### config.mk
export PLATFORM = sky130hd
export DESIGN_NAME = somador_bcd_seq
export DESIGN_NICKNAME = d
export VERILOG_FILES = /design/src/rtl/somador_bcd_pkg.sv /design/src/rtl/somador_bcd_seq_dec_7seg.sv /design/src/rtl/somador_bcd_seq.sv
export SDC_FILE = /design/constraint.sdc
export NUM_CORES = 1
export LEC_CHECK = 0
export BUFFER_PORTS_ARGS = -buffer_cell sky130_fd_sc_hd__clkbuf_2
export CORE_MARGIN = 3
export CORE_UTILIZATION = 50
export CTS_BUF_LIST = sky130_fd_sc_hd__clkbuf_4 sky130_fd_sc_hd__clkbuf_8 sky130_fd_sc_hd__clkbuf_16
export DETAILED_ROUTE_END_ITERATION = 16
export GPL_ROUTABILITY_DRIVEN = 0
export PLACE_DENSITY = 0.82
export SKIP_CTS_REPAIR_TIMING = 1
export SLEW_MARGIN = 0
export SYNTH_ARGS = -nofsm -noshare
export SYNTH_HDL_FRONTEND = slang
export SYNTH_HIERARCHICAL = 1
export SYNTH_SLANG_ARGS = --single-unit
### constraint.sdc
create_clock -name CLOCK_50 -period 2.8 [get_ports CLOCK_50]
set_input_delay 0.56 -clock CLOCK_50 [delete_from_list [all_inputs] [get_ports CLOCK_50]]
set_output_delay 0.56 -clock CLOCK_50 [all_outputs]
set_load 0.01 [all_outputs]
### src/rtl/somador_bcd_pkg.sv
// rtl/somador_bcd_pkg.sv - shared states, segment codes and digit-count helper for somador_bcd_seq
package somador_bcd_pkg;

  typedef enum logic [1:0] {
    IDLE  = 2'd0,
    SHIFT = 2'd1,
    DONE  = 2'd2
  } state_e;

  // Active-low segment patterns, bit 0 = segment a ... bit 6 = segment g
  localparam logic [6:0] SEG_0     = 7'b1000000;
  localparam logic [6:0] SEG_1     = 7'b1111001;
  localparam logic [6:0] SEG_2     = 7'b0100100;
  localparam logic [6:0] SEG_3     = 7'b0110000;
  localparam logic [6:0] SEG_4     = 7'b0011001;
  localparam logic [6:0] SEG_5     = 7'b0010010;
  localparam logic [6:0] SEG_6     = 7'b0000010;
  localparam logic [6:0] SEG_7     = 7'b1111000;
  localparam logic [6:0] SEG_8     = 7'b0000000;
  localparam logic [6:0] SEG_9     = 7'b0010000;
  localparam logic [6:0] SEG_BLANK = 7'b1111111;

  // Decimal digits needed to show the largest s-bit unsigned value
  function automatic int bcd_digits(input int s);
    longint unsigned v;
    int n;
    v = (64'd1 << s) - 64'd1;
    n = 1;
    v = v / 64'd10;
    while (v != 64'd0) begin
      n++;
      v = v / 64'd10;
    end
    return n;
  endfunction

endpackage

### src/rtl/somador_bcd_seq_dec_7seg.sv
// rtl/somador_bcd_seq_dec_7seg.sv - BCD digit to active-low 7-segment decoder with blanking
module dec_7seg
  import somador_bcd_pkg::*;
(
  input  logic [3:0] bcd_i,
  input  logic       blank_i,
  output logic [6:0] seg_o
);

  // Blank wins; non-decimal codes also go dark rather than show garbage
  always_comb begin
    seg_o = SEG_BLANK;
    if (!blank_i) begin
      case (bcd_i)
        4'd0:    seg_o = SEG_0;
        4'd1:    seg_o = SEG_1;
        4'd2:    seg_o = SEG_2;
        4'd3:    seg_o = SEG_3;
        4'd4:    seg_o = SEG_4;
        4'd5:    seg_o = SEG_5;
        4'd6:    seg_o = SEG_6;
        4'd7:    seg_o = SEG_7;
        4'd8:    seg_o = SEG_8;
        4'd9:    seg_o = SEG_9;
        default: seg_o = SEG_BLANK;
      endcase
    end
  end

endmodule

### src/rtl/somador_bcd_seq.sv
// rtl/somador_bcd_seq.sv - sequential adder/accumulator with double-dabble BCD and 7-seg outputs (option: LEADING_ZERO_BLANK_EN)
module somador_bcd_seq
  import somador_bcd_pkg::*;
#(
  parameter int WIDTH  = 8,
  parameter int DIGITS = 3
) (
  input  logic                  CLOCK_50,
  input  logic                  reset,
  input  logic [WIDTH-1:0]      a,
  input  logic [WIDTH-1:0]      b,
  input  logic                  mode,
  input  logic                  start,
  output logic                  busy,
  output logic                  done,
  output logic                  ovf,
  output logic [7*DIGITS-1:0]   HEX
);

  localparam int S   = WIDTH + 1;
  localparam int SRW = 4 * DIGITS + S;
  localparam int CW  = $clog2(S + 1);

  if (DIGITS < bcd_digits(S)) begin : g_digits_check
    $error("somador_bcd_seq: DIGITS too small to display a WIDTH+1 bit result");
  end

  state_e              state_q, state_d;
  logic [S-1:0]        acc_q, acc_d;
  logic                ovf_q, ovf_d;
  logic                busy_q, busy_d;
  logic                done_q, done_d;
  logic [SRW-1:0]      sr_q, sr_d;
  logic [CW-1:0]       cnt_q, cnt_d;
  logic [4*DIGITS-1:0] disp_q, disp_d;

  logic [S-1:0]        sum_ab;
  logic [S:0]          sum_acc;
  logic [S-1:0]        result;
  logic [SRW-1:0]      adj;
  logic [DIGITS-1:0]   blank;

  // a+b never loses a bit in S; the accumulator sum keeps one extra bit for the wrap flag
  assign sum_ab  = {1'b0, a} + {1'b0, b};
  assign sum_acc = {1'b0, acc_q} + {2'b00, a};

  // Double-dabble correction: each BCD nibble >= 5 gets +3 before the shift
  always_comb begin
    adj = sr_q;
    for (int i = 0; i < DIGITS; i++) begin
      if (sr_q[S+4*i +: 4] >= 4'd5) begin
        adj[S+4*i +: 4] = sr_q[S+4*i +: 4] + 4'd3;
      end
    end
  end

  // Next-state logic for the IDLE -> SHIFT x S -> DONE sequence
  always_comb begin
    state_d = state_q;
    acc_d   = acc_q;
    ovf_d   = ovf_q;
    busy_d  = busy_q;
    done_d  = 1'b0;
    sr_d    = sr_q;
    cnt_d   = cnt_q;
    disp_d  = disp_q;
    result  = sum_ab;
    case (state_q)
      IDLE: begin
        if (start) begin
          if (mode) begin
            result = sum_acc[S-1:0];
            acc_d  = sum_acc[S-1:0];
            if (sum_acc[S]) begin
              ovf_d = 1'b1;
            end
          end else begin
            result = sum_ab;
            ovf_d  = 1'b0;
          end
          sr_d    = {{(4*DIGITS){1'b0}}, result};
          cnt_d   = CW'(S);
          busy_d  = 1'b1;
          state_d = SHIFT;
        end
      end
      SHIFT: begin
        sr_d  = adj << 1;
        cnt_d = cnt_q - 1'b1;
        if (cnt_q == CW'(1)) begin
          state_d = DONE;
        end
      end
      DONE: begin
        disp_d  = sr_q[SRW-1:S];
        done_d  = 1'b1;
        busy_d  = 1'b0;
        state_d = IDLE;
      end
      default: begin
        state_d = IDLE;
        busy_d  = 1'b0;
      end
    endcase
  end

  // State registers; reset also aborts any conversion in flight
  always_ff @(posedge CLOCK_50) begin
    if (reset) begin
      state_q <= IDLE;
      acc_q   <= '0;
      ovf_q   <= 1'b0;
      busy_q  <= 1'b0;
      done_q  <= 1'b0;
      sr_q    <= '0;
      cnt_q   <= '0;
      disp_q  <= '0;
    end else begin
      state_q <= state_d;
      acc_q   <= acc_d;
      ovf_q   <= ovf_d;
      busy_q  <= busy_d;
      done_q  <= done_d;
      sr_q    <= sr_d;
      cnt_q   <= cnt_d;
      disp_q  <= disp_d;
    end
  end

`ifdef LEADING_ZERO_BLANK_EN
  // Blank zero digits above the most significant non-zero one; units always shown
  always_comb begin
    logic lead;
    blank = '0;
    lead  = 1'b1;
    for (int i = DIGITS - 1; i > 0; i--) begin
      if (disp_q[4*i +: 4] != 4'd0) begin
        lead = 1'b0;
      end
      blank[i] = lead;
    end
  end
`else
  assign blank = '0;
`endif

  for (genvar i = 0; i < DIGITS; i++) begin : g_dec
    dec_7seg u_dec (
      .bcd_i   (disp_q[4*i +: 4]),
      .blank_i (blank[i]),
      .seg_o   (HEX[7*i +: 7])
    );
  end

  assign busy = busy_q;
  assign done = done_q;
  assign ovf  = ovf_q;

endmodule
# After elaboration in Yosys (flattened, before gate mapping)
# Memory sizes are Yosys's and may differ from the RTL's. A register that Yosys moved wholly into a read port is not among the register bits.
# Index checks and enable logic that the tools add are counted.
# op_classes
add_sub_neg	6
magnitude_cmp	3
eq_ne	6
n_mux	22
bitwise	1
reduce_logical	7
# op_table
operator	n
one-hot mux 21 bit (2 select lines)	1
two-way mux 4 bit	9
two-way mux 21 bit	1
>= comparator 4 x 3 -> 1 bit, second input constant	3
adder 9 x 8 -> 10 bit	1
adder 8 x 8 -> 9 bit	1
two-way mux 9 bit	1
adder 4 x 2 -> 4 bit, second input constant	2
one-hot mux 4 bit (2 select lines)	1
AND reduction 2 bit	3
AND reduction 3 bit	2
equality test 4 x 1 -> 1 bit, second input constant	1
two-way mux 1 bit	4
two-way mux 2 bit	2
!= test 2 bit, second input constant	2
one-hot mux 2 bit (2 select lines)	1
subtractor 4 x 1 -> 4 bit, second input constant	1
adder 3 x 2 -> 3 bit, second input constant	1
two-way mux 3 bit	1
equality test 2 x 1 -> 1 bit, second input constant	1
equality test 2 bit, second input constant	1
zero test 2 bit	1
!= test 2 x 1 -> 1 bit, second input constant	1
one-hot mux 1 bit (2 select lines)	1
other kinds (2)	2
# word_totals
reg_bits	51
romBits	336
in_bits	20
output_inout_bits	24
elab_cells	56
mem_count	3
# memory_table
memory	words	word_bits	read_ports	rd_clocked_by_memory_dff	write_ports	line	source
(name not given)	16	7	1	1	0	somador_bcd_seq_dec_7seg.sv:14	case (bcd_i)
(name not given)	16	7	1	1	0	somador_bcd_seq_dec_7seg.sv:14	
(name not given)	16	7	1	1	0	somador_bcd_seq_dec_7seg.sv:14	

# Logic depth before layout (Yosys ltp)
# Gate-level depths: netlist of the first run.
# depth
word_depth	4
ltp_mapped	8
ltp_nobuf	8

# Hierarchy
# Netlist of the first run, hierarchy kept.
# by_module_without_submodules
module	instances	cells_each	area_each_um2	seq_area_each_um2
somador_bcd_seq	1	329	2748.9	1021.0
dec_7seg at g_dec[0].u_dec ...	2	33	236.5	0.0
dec_7seg at g_dec[1].u_dec	1	35	252.7	0.0

# Worst setup path before layout of the first run
# OpenSTA, ideal clock, no wires.
# synth_timing
path_kind	input -> register
from	input port a[0]
to	register sr_q[8]
setup_time_ps	74
arrival_ps	2206
t_required_ps	2726
setup_slack_ps	519
path_stages	8
path_buffers	0
cell_sequence	ha_1 > fa_1 > a21oi_1 > o211ai_1 > o41ai_2 > xor2_1 > a221o_1 > o21ai_0
# synth_via
elab_chain_len	4
word_cells_on_any_way	5
cone_classes	add/sub (2); mux (3)
# synth_lines
item	line	source
start, declared	somador_bcd_seq.sv:10	input logic [WIDTH-1:0] a,
adder 9 x 8 -> 10 bit or adder 8 x 8 -> 9 bit (tied branches)	somador_bcd_seq.sv:45, somador_bcd_seq.sv:44	
two-way mux 9 bit *	somador_bcd_seq.sv:71	if (mode) begin
two-way mux 21 bit *	somador_bcd_seq.sv:70	if (start) begin
one-hot mux 21 bit (2 select lines) *	somador_bcd_seq.sv:68	case (state_q)
end signal, assigned	somador_bcd_seq.sv:124	sr_q <= sr_d;
end, declared	somador_bcd_seq.sv:33	logic [SRW-1:0] sr_q, sr_d;
# Every way passes the cells marked *; elsewhere a longest branch is shown, timed or not. The select of a mux whose other input is x is not followed.
# A chain may end at the register's enable or synchronous reset.

# Worst setup path in the final report of the first run
# layout_timing
from	input port a[0]
to	register sr_q[6]
# Same word-level chain as after synthesis.

==> summary.txt, run 1 <==
Run status: finished, final reports clean
Tmin final: 2.31 ns
Setup Total Neg Slack: 0 ns
Delay contributed by the slowest stage of the critical path: 0.43 ns
Clock skew after layout: 0.00796 ns
Worst reg2reg startpoint: acc_q[0]
Hold_sp: acc_q[5]
Cell Area, Synth: 3470 um^2
Number of cells on the worst reg-to-reg path: 8
Count of boundary I/O pins: 44
Clk_lat worst skew: 0.30 ns
GR Util All Layers: 18.2%
Routed wirelength normalized by instance count: 12.7 um
Largest voltage drop on the vdd net: 0.000336 V
Number of vias per cell after detailed routing: 5.41
Power per cell area: 401 nW/um^2
Initial cell density of the core: 53.2%
Sum of overflow across all layers after global routing: 0
Number of antenna violations at the first check in global routing: 0
Post-route clock period utilization: 82.5%
Critical path capture point type: flop
Layout overhead on the synthesized area: 11.3%
Least-Margin Pin Slew: 0.787 ns
Worst Hold Depth: 2
NumNets Final: 543
Number of cells produced by synthesis: 430
Storage cell area: 1020 um^2
DRC errors left: 0
Endpoint of the worst hold-timing path: acc_q[5]
Capturing point of the worst reg2reg path: sr_q[8]
Commonest cells after routing, fill and taps aside: 55 x sky130_fd_sc_hd__a21oi_1, 51 x sky130_fd_sc_hd__nand2_1, 51 x sky130_fd_sc_hd__dfxtp_1, 43 x sky130_fd_sc_hd__clkbuf_2, 39 x sky130_fd_sc_hd__ha_1
Worst-case setup slack after placement: 0.184 ns
Commonest non-fill, non-tap cell in the layout: sky130_fd_sc_hd__a21oi_1
Final worst slack: 0.491 ns
Post-synth EDFFs: 0
Register bit total from synthesis: 51
Clock tree from TritonCTS: done
CTS root buffer: sky130_fd_sc_hd__clkbuf_8
Utilization of the core after routing: 59.2%
Antenna Cells: 0
Clock slew at reported path FFs: 0.10 ns
Average cell area after synthesis: 8.08 um^2
Tightest slew margin relative to the limit: 47.5%
Pin count of the biggest net entering global routing: 34
Worst setup slack for register-to-register paths: 0.53 ns
Share of synthesized area occupied by flip-flops and latches: 29.4%
Static leakage power: 1.58 nW
Cell with the largest stage delay on the worst path: sky130_fd_sc_hd__fa_1
Placeable core area: 6530 um^2
First-pass GRT wire length: 11900 um
Antenna violation net count after detailed routing: 0
Proportion of layout cells with a drive suffix above 1: 14.9%
PortBufs: 43
Ys flop type: sky130_fd_sc_hd__dfxtp_1
Final Hold Fails: 0
Setup violators final: 0
Level count of the clock H-tree: 2
Top fanout value on the critical path: 3
First-pass detailed-route iteration total: 5
Floorplan die width: 89.4 um
Post-synthesis cell type count: 51
Total count of max-transition violations in the final report: 0
Share of synthesized registers carrying an async set or reset: 0%
Element type at the critical path start: primary input
Number of buffers added by the clock tree synthesis step: 5
Series of cell instances along the critical path: clkbuf_2 > ha_1 > fa_1 > a21o_1 > a31oi_1 > nor2_1 > xor2_1 > a222oi_1 > a21oi_1
Setup repair after global routing missed its margin: false
Timing-limited maximum frequency: 433 MHz
Row count: 29
Vert. Die Dim: 89.4 um
DRC marker count from the first detailed-route iteration: 161
Post-detail-place hpwl: 5560 um
Vias after detailed routing: 3030
Area of the multi-input gates: 2350 um^2
Area of the die: 7990 um^2
Maximum Capacitance Violations: 0
Vias in the first global route: 2838
Number of clock sinks seen by CTS: 51
Fill cell instance count of the final layout: 593
Worst Path Arrival: 2.49 ns
Final routed wirelength across all metal layers: 7110 um
Required time worst endpoint: 2.98 ns
Worst setup path category: in -> reg
Ys Warns: 6
HP Class: reg -> reg
Largest buffer count on any clock path: 2
-- state kept, by name, indices dropped and copies added, names as in the netlist --
| register | flops |
|---|---|
| sr_q | 21 |
| disp_q | 12 |
| acc_q | 9 |
| cnt_q | 4 |
| busy | 1 |
| state_q | 2 |
| done | 1 |
| ovf | 1 |
-- stage by stage --
step	instance area, um^2	power [mW]	hold slack, ns	cells
5_1_grt	3870	1.63	0.480	560
2_1_floorplan	3550	1.03	0.440	449
3_5_place_dp	3770	1.12	0.453	552
6_report	3870	1.55	0.465	560
3_3_place_gp	3770	1.10	0.447	552
4_1_cts	3870	1.56	0.466	560
-- worst max-delay path by stage --
stage	startpoint	to	slack (ns)	cells after the start
after floorplan	a[0]	sr_q[8]	0.52	8
after global placement	a[0]	sr_q[8]	0.30	9
after detailed placement	a[0]	sr_q[6]	0.18	9
after CTS	a[0]	sr_q[6]	0.51	9
after global routing	a[0]	sr_q[8]	0.40	9
final	a[0]	sr_q[6]	0.49	9
-- report_power, final --
part / switching (mW) / total, mW / internal [mW] / leakage, nW
clock network: 0.246 / 0.449 / 0.202 / 0.0474
logic: 0.187 / 0.323 / 0.136 / 1.12
registers: 0.0243 / 0.781 / 0.756 / 0.414
-- synth_stat cells, types with 7 or more instances --
master	instances	area (um^2)
sky130_fd_sc_hd__a21oi_1	55	275
sky130_fd_sc_hd__a22oi_1	11	82.6
sky130_fd_sc_hd__clkbuf_1	12	45.0
sky130_fd_sc_hd__dfxtp_1	51	1020
sky130_fd_sc_hd__ha_1	39	488
sky130_fd_sc_hd__inv_1	18	67.6
sky130_fd_sc_hd__nand2_1	51	191
sky130_fd_sc_hd__nand2b_1	14	87.6
sky130_fd_sc_hd__nor2_1	34	128
sky130_fd_sc_hd__nor3_1	11	55.1
sky130_fd_sc_hd__o21ai_0	25	125
sky130_fd_sc_hd__o21ai_1	7	35.0
sky130_fd_sc_hd__o21bai_1	7	52.6
sky130_fd_sc_hd__xnor2_1	10	87.6
sky130_fd_sc_hd__xor2_1	10	87.6
-- cell families (layout without fill, tap and decap cells) --
family | Yosys count | count (layout) | share of synthesized area (%)
other cells | 1 | 20 | 0.108
mux | 4 | 4 | 1.37
simple gates | 140 | 140 | 20.2
buf+inv | 38 | 72 | 5.15
compound gates | 135 | 135 | 23.6
xor+xnor | 20 | 20 | 5.04
flops | 51 | 51 | 29.4
fa+ha+maj | 41 | 41 | 15.2
-- metal layers --
metal	wire [um]	vias to the layer above	GRT usage, %
met5	0	-	0
met4	59	0	4.60
met3	283	4	2.12
met2	3530	66	34.1
met1	3240	1375	21.9
li1	-	1585	-
-- critical path, delay by kind of cell --
kind,cells,cell delay [ns]
adder cells (fa/ha/maj),2,0.67
AO/OA/AOI/OAI,4,0.90
buffers and inverters,1,0.09
AND/OR/NAND/NOR,1,0.11
XOR/XNOR,1,0.16
-- cell type report --
class | instances | share of cell area, %
timing repair buffer | 46 | 6.15
clock inverter | 2 | 0.421
tap | 77 | 2.49
multi-input combinational | 360 | 60.7
inverter | 18 | 1.75
clock buffer | 6 | 2.14
sequential | 51 | 26.4
Power figures use the tool's default switching activity.
==> inputs of run 2 (changes only) <==
clock period = 2.3 ns   (was 2.8 ns; I/O delays follow)
==> run 2 against run 1 <==
Compared with the run above:
- final cell count grew 1.3%
- global-route usage grew 1.7 points
- via count grew 2.5%
- combinational power grew 27%
- sequential power grew 22%
- sequential share of layout area shrank 0.54 points
==> summary.txt, run 2 (synthesis gave the netlist of run 1 again) <==
First-pass GRT wire length: 12800 um
Setup Total Neg Slack: 0 ns
Total count of max-transition violations in the final report: 0
Fill cell instance count of the final layout: 593
Series of cell instances along the critical path: ha_1 > fa_2 > a21oi_2 > o211ai_1 > o41ai_2 > xor2_1 > a221o_1 > o21ai_0
Clock tree from TritonCTS: done
Final routed wirelength across all metal layers: 7470 um
Cell with the largest stage delay on the worst path: sky130_fd_sc_hd__o41ai_2
Post-detail-place hpwl: 5630 um
Vert. Die Dim: 89.4 um
Largest buffer count on any clock path: 2
Placeable core area: 6530 um^2
Element type at the critical path start: flop
Maximum Capacitance Violations: 0
GR Util All Layers: 19.9%
Delay contributed by the slowest stage of the critical path: 0.40 ns
Count of boundary I/O pins: 44
Run status: finished, final reports clean
Vias after detailed routing: 3105
Least-Margin Pin Slew: 0.796 ns
Number of antenna violations at the first check in global routing: 0
Pin count of the biggest net entering global routing: 26
Worst Path Arrival: 2.42 ns
Clock skew after layout: 0.00927 ns
Antenna Cells: 0
Row count: 29
Proportion of layout cells with a drive suffix above 1: 16.5%
Top fanout value on the critical path: 3
Worst setup path category: reg -> reg
Required time worst endpoint: 2.53 ns
Commonest cells after routing, fill and taps aside: 54 x sky130_fd_sc_hd__a21oi_1, 51 x sky130_fd_sc_hd__nand2_1, 51 x sky130_fd_sc_hd__dfxtp_1, 43 x sky130_fd_sc_hd__clkbuf_2, 39 x sky130_fd_sc_hd__ha_1
Number of vias per cell after detailed routing: 5.48
Setup violators final: 0
CTS root buffer: sky130_fd_sc_hd__clkbuf_8
Largest voltage drop on the vdd net: 0.000277 V
Antenna violation net count after detailed routing: 0
Critical path capture point type: flop
Vias in the first global route: 3018
Commonest non-fill, non-tap cell in the layout: sky130_fd_sc_hd__a21oi_1
HP Class: in -> reg
Number of clock sinks seen by CTS: 51
Layout overhead on the synthesized area: 13.6%
Number of buffers added by the clock tree synthesis step: 5
Post-route clock period utilization: 95.3%
Floorplan die width: 89.4 um
Tightest slew margin relative to the limit: 46.9%
Area of the die: 7990 um^2
DRC errors left: 0
Power per cell area: 513 nW/um^2
Routed wirelength normalized by instance count: 13.2 um
Final Hold Fails: 0
NumNets Final: 550
Timing-limited maximum frequency: 456 MHz
Sum of overflow across all layers after global routing: 0
Register with the highest flop count: sr_q
Clock slew at reported path FFs: 0.10 ns
Static leakage power: 1.63 nW
Number of flip-flops under the largest register name: 21
Initial cell density of the core: 53.2%
First-pass detailed-route iteration total: 5
Level count of the clock H-tree: 2
Clk_lat worst skew: 0.31 ns
Tmin final: 2.19 ns
DRC marker count from the first detailed-route iteration: 199
Hold_ws: 0.467 ns
Registers with the highest flip-flop counts: sr_q (21), disp_q (12), acc_q (9)
PortBufs: 43
[run 2: cell count changes in the layout (fill, tap and decap cells not counted), sizes merged]
cell / delta
buf: +7
bufinv: +1
clkinv: -1
clkinvlp: -1
inv: +1
[run 2: where the power goes]
| group | switching (mW) | leakage (nW) | total (mW) | internal (mW) |
|---|---|---|---|---|
| clock network | 0.307 | 0.0618 | 0.666 | 0.358 |
| logic | 0.232 | 1.16 | 0.409 | 0.177 |
| registers | 0.0305 | 0.414 | 0.951 | 0.921 |
[run 2: layer usage]
metal	vias to the layer above	track usage, %	wire length [um]
met5	-	0	0
met1	1429	23.9	3420
li1	1600	-	-
met3	8	3.69	287
met2	68	36.5	3680
met4	0	4.87	87
[run 2: cell type report]
cell class              instances  area, um^2  share of cell area, %
multi-input cells             360        2350                   59.6
flip-flops and latches         51        1020                   25.9
repair buffers                 53         290                   7.35
well taps                      77        96.3                   2.44
clock buffers                   6        82.6                   2.09
inverters                      18        67.6                   1.71
clock inverters                 2        38.8                  0.982
[run 2: critical path, delay by kind of cell (launching register included)]
kind	cells	cell delay, ns
compound gates	5	1.09
xor+xnor	1	0.11
fa+ha+maj	2	0.58
flops	1	0.33
[run 2: metrics by stage]
step | setup WS [ns] | util, % | power, mW | cell area (um^2) | std cells
detailed placement | -0.145 | 58.5 | 1.37 | 3820 | 559
global placement | -0.0799 | 58.5 | 1.36 | 3820 | 559
finish | 0.109 | 60.5 | 2.03 | 3950 | 567
CTS | 0.0936 | 60.4 | 2.03 | 3940 | 567
floorplan | 0.119 | - | 1.25 | 3550 | 449
global route | -0.00641 | 60.5 | 2.13 | 3950 | 567
[run 2: path summary, 6_finish.rpt]
kind,from,end,slack (ns),cells after the start
min reg2reg,acc_q[5],acc_q[5],0.47,2
max reg2reg,acc_q[0],sr_q[8],0.11,8
min,reset,busy,0.47,3
max,acc_q[0],sr_q[8],0.11,8
==> inputs of run 3 (changes only) <==
--- a/config.mk
+++ b/config.mk
@@ -9,5 +9,5 @@
 export CORE_MARGIN = 3
 export CORE_UTILIZATION = 50
-export CTS_BUF_LIST = sky130_fd_sc_hd__clkbuf_4 sky130_fd_sc_hd__clkbuf_8 sky130_fd_sc_hd__clkbuf_16
+export CTS_BUF_LIST = sky130_fd_sc_hd__clkbuf_8 sky130_fd_sc_hd__clkbuf_16
 export DETAILED_ROUTE_END_ITERATION = 16
 export GPL_ROUTABILITY_DRIVEN = 0
==> constraint.sdc (replaced) <==
create_clock -name CLOCK_50 -period 2.3 [get_ports CLOCK_50]
set_input_delay 0.46 -clock CLOCK_50 [delete_from_list [all_inputs] [get_ports CLOCK_50]]
set_output_delay 0.46 -clock CLOCK_50 [all_outputs]
set_load 0.05 [all_outputs]
==> run 3 against run 2 <==
Compared with the run above:
- final area about the same
- combinational power increased by 14%
- sequential cell count is the same
- die area is the same
- sequential share of layout area grew 0.070 points
- critical endpoint unchanged
==> summary.txt, run 3 (synthesis gave the netlist of run 1 again) <==
Run status: finished, final reports clean
Static leakage power: 1.63 nW
Clock tree from TritonCTS: done
Worst setup path category: reg -> reg
Proportion of layout cells with a drive suffix above 1: 17.1%
Hold_sp: acc_q[5]
Largest voltage drop on the vdd net: 0.000284 V
Placeable core area: 6530 um^2
Number of non-filler instances in the completed layout: 567
Initial cell density of the core: 53.2%
Layout overhead on the synthesized area: 13.8%
Setup Total Neg Slack: 0 ns
Count of boundary I/O pins: 44
Logic gate share of total power: 22.4%
Vert. Die Dim: 89.4 um
Level count of the clock H-tree: 2
Worst reg2reg startpoint: acc_q[0]
Number of flip-flops under the largest register name: 21
Post-route clock period utilization: 95.0%
Tightest slew margin relative to the limit: 45.9%
Number of clock sinks seen by CTS: 51
Maximum Capacitance Violations: 0
GR Util All Layers: 19.9%
Switching Power: 626 uW
Final routed wirelength across all metal layers: 7470 um
Registers with the highest flip-flop counts: sr_q (21), disp_q (12), acc_q (9)
Worst-case setup slack after placement: -0.145 ns
NumNets Final: 550
Non-Filler Cell Area, Final: 3950 um^2
Critical path capture point type: flop
PortBufs: 43
Clk_lat worst skew: 0.30 ns
Floorplan die width: 89.4 um
Internal power consumption: 1.46 mW
Timing-limited maximum frequency: 457 MHz
Final Hold Fails: 0
Required time worst endpoint: 2.53 ns
Area of the die: 7990 um^2
Number of placed cells counting well taps: 559
DRC errors left: 0
Antenna violation net count after detailed routing: 0
Clock skew after layout: 0.00767 ns
Least-Margin Pin Slew: 0.810 ns
First-pass detailed-route iteration total: 5
Fill cell instance count of the final layout: 591
Cell area reported after detailed placement: 3820 um^2
Tmin final: 2.19 ns
Pin count of the biggest net entering global routing: 26
HP Class: reg -> reg
Final worst slack: 0.114 ns
Switching power as a share of total power: 30.1%
Number of vias per cell after detailed routing: 5.47
Sum of overflow across all layers after global routing: 0
Clock slew at reported path FFs: 0.10 ns
Vias after detailed routing: 3102
Register with the highest flop count: sr_q
Routed wirelength normalized by instance count: 13.2 um
Vias in the first global route: 3018
CTS root buffer: sky130_fd_sc_hd__clkbuf_8
Setup violators final: 0
Row count: 29
Top fanout value on the critical path: 3
Share of power burned in registers: 45.7%
Power per cell area: 527 nW/um^2
Worst Path Arrival: 2.42 ns
Storage cell area: 1020 um^2
Antenna Cells: 0
Area of the multi-input gates: 2350 um^2
Number of buffers added by the clock tree synthesis step: 5
Number of antenna violations at the first check in global routing: 0
DRC marker count from the first detailed-route iteration: 193
Hold_ws: 0.468 ns
Commonest non-fill, non-tap cell in the layout: sky130_fd_sc_hd__a21oi_1
Element type at the critical path start: flop
Setup crit start: acc_q[0]
First-pass GRT wire length: 12800 um
Utilization of the core after routing: 60.5%
Total count of max-transition violations in the final report: 0
Commonest cells after routing, fill and taps aside: 54 x sky130_fd_sc_hd__a21oi_1, 51 x sky130_fd_sc_hd__nand2_1, 48 x sky130_fd_sc_hd__dfxtp_1, 41 x sky130_fd_sc_hd__clkbuf_2, 39 x sky130_fd_sc_hd__ha_1
Post-detail-place hpwl: 5630 um
Total power of the final layout: 2.08 mW
Clock share of power: 31.9%
Largest buffer count on any clock path: 2
==> run 3: cell types whose count changed in the layout (fill, tap and decap cells not counted), sizes merged <==
cell | before | now
buf | 10 | 12
clkbuf | 49 | 47
==> run 3: final timing paths <==
kind         slack (ns)  cells after the start  endpoint
max                0.11                      8   sr_q[8]
min                0.47                      2  acc_q[5]
max reg2reg        0.11                      8   sr_q[8]
min reg2reg        0.47                      2  acc_q[5]
==> run 3: power by group through the flow <==
stage               combinational, mW  sequential [mW]  clock, mW
global placement                0.447            0.968          0
floorplan                       0.342            0.968          0
global route                    0.517            0.956      0.711
detailed placement              0.458            0.971          0
finish                          0.466            0.952      0.664
CTS                             0.462            0.951      0.672
==> run 3: worst max-delay path, cell delays in order (launching register included) <==
cell,delay (ns)
sky130_fd_sc_hd__dfxtp_1,0.33
sky130_fd_sc_hd__ha_1,0.21
sky130_fd_sc_hd__fa_2,0.37
sky130_fd_sc_hd__a21oi_2,0.16
sky130_fd_sc_hd__o211ai_1,0.16
sky130_fd_sc_hd__o41ai_2,0.40
sky130_fd_sc_hd__xor2_1,0.11
sky130_fd_sc_hd__a221o_1,0.30
sky130_fd_sc_hd__o21ai_0,0.07
==> run 3: per-layer routing <==
| layer | routed length, um | global-route usage [%] |
|---|---|---|
| met1 | 3400 | 23.9 |
| met2 | 3670 | 36.5 |
| met3 | 319 | 3.69 |
| met4 | 82 | 4.87 |
| met5 | 0 | 0 |
==> run 3: cell type report <==
class                      instances  area share [%]
clock inverter                     2           0.981
clock buffer                       6            2.09
timing repair buffer              53            7.34
multi-input combinational        360            59.5
sequential                        51            25.9
tap                               77            2.44
inverter                          18            1.71
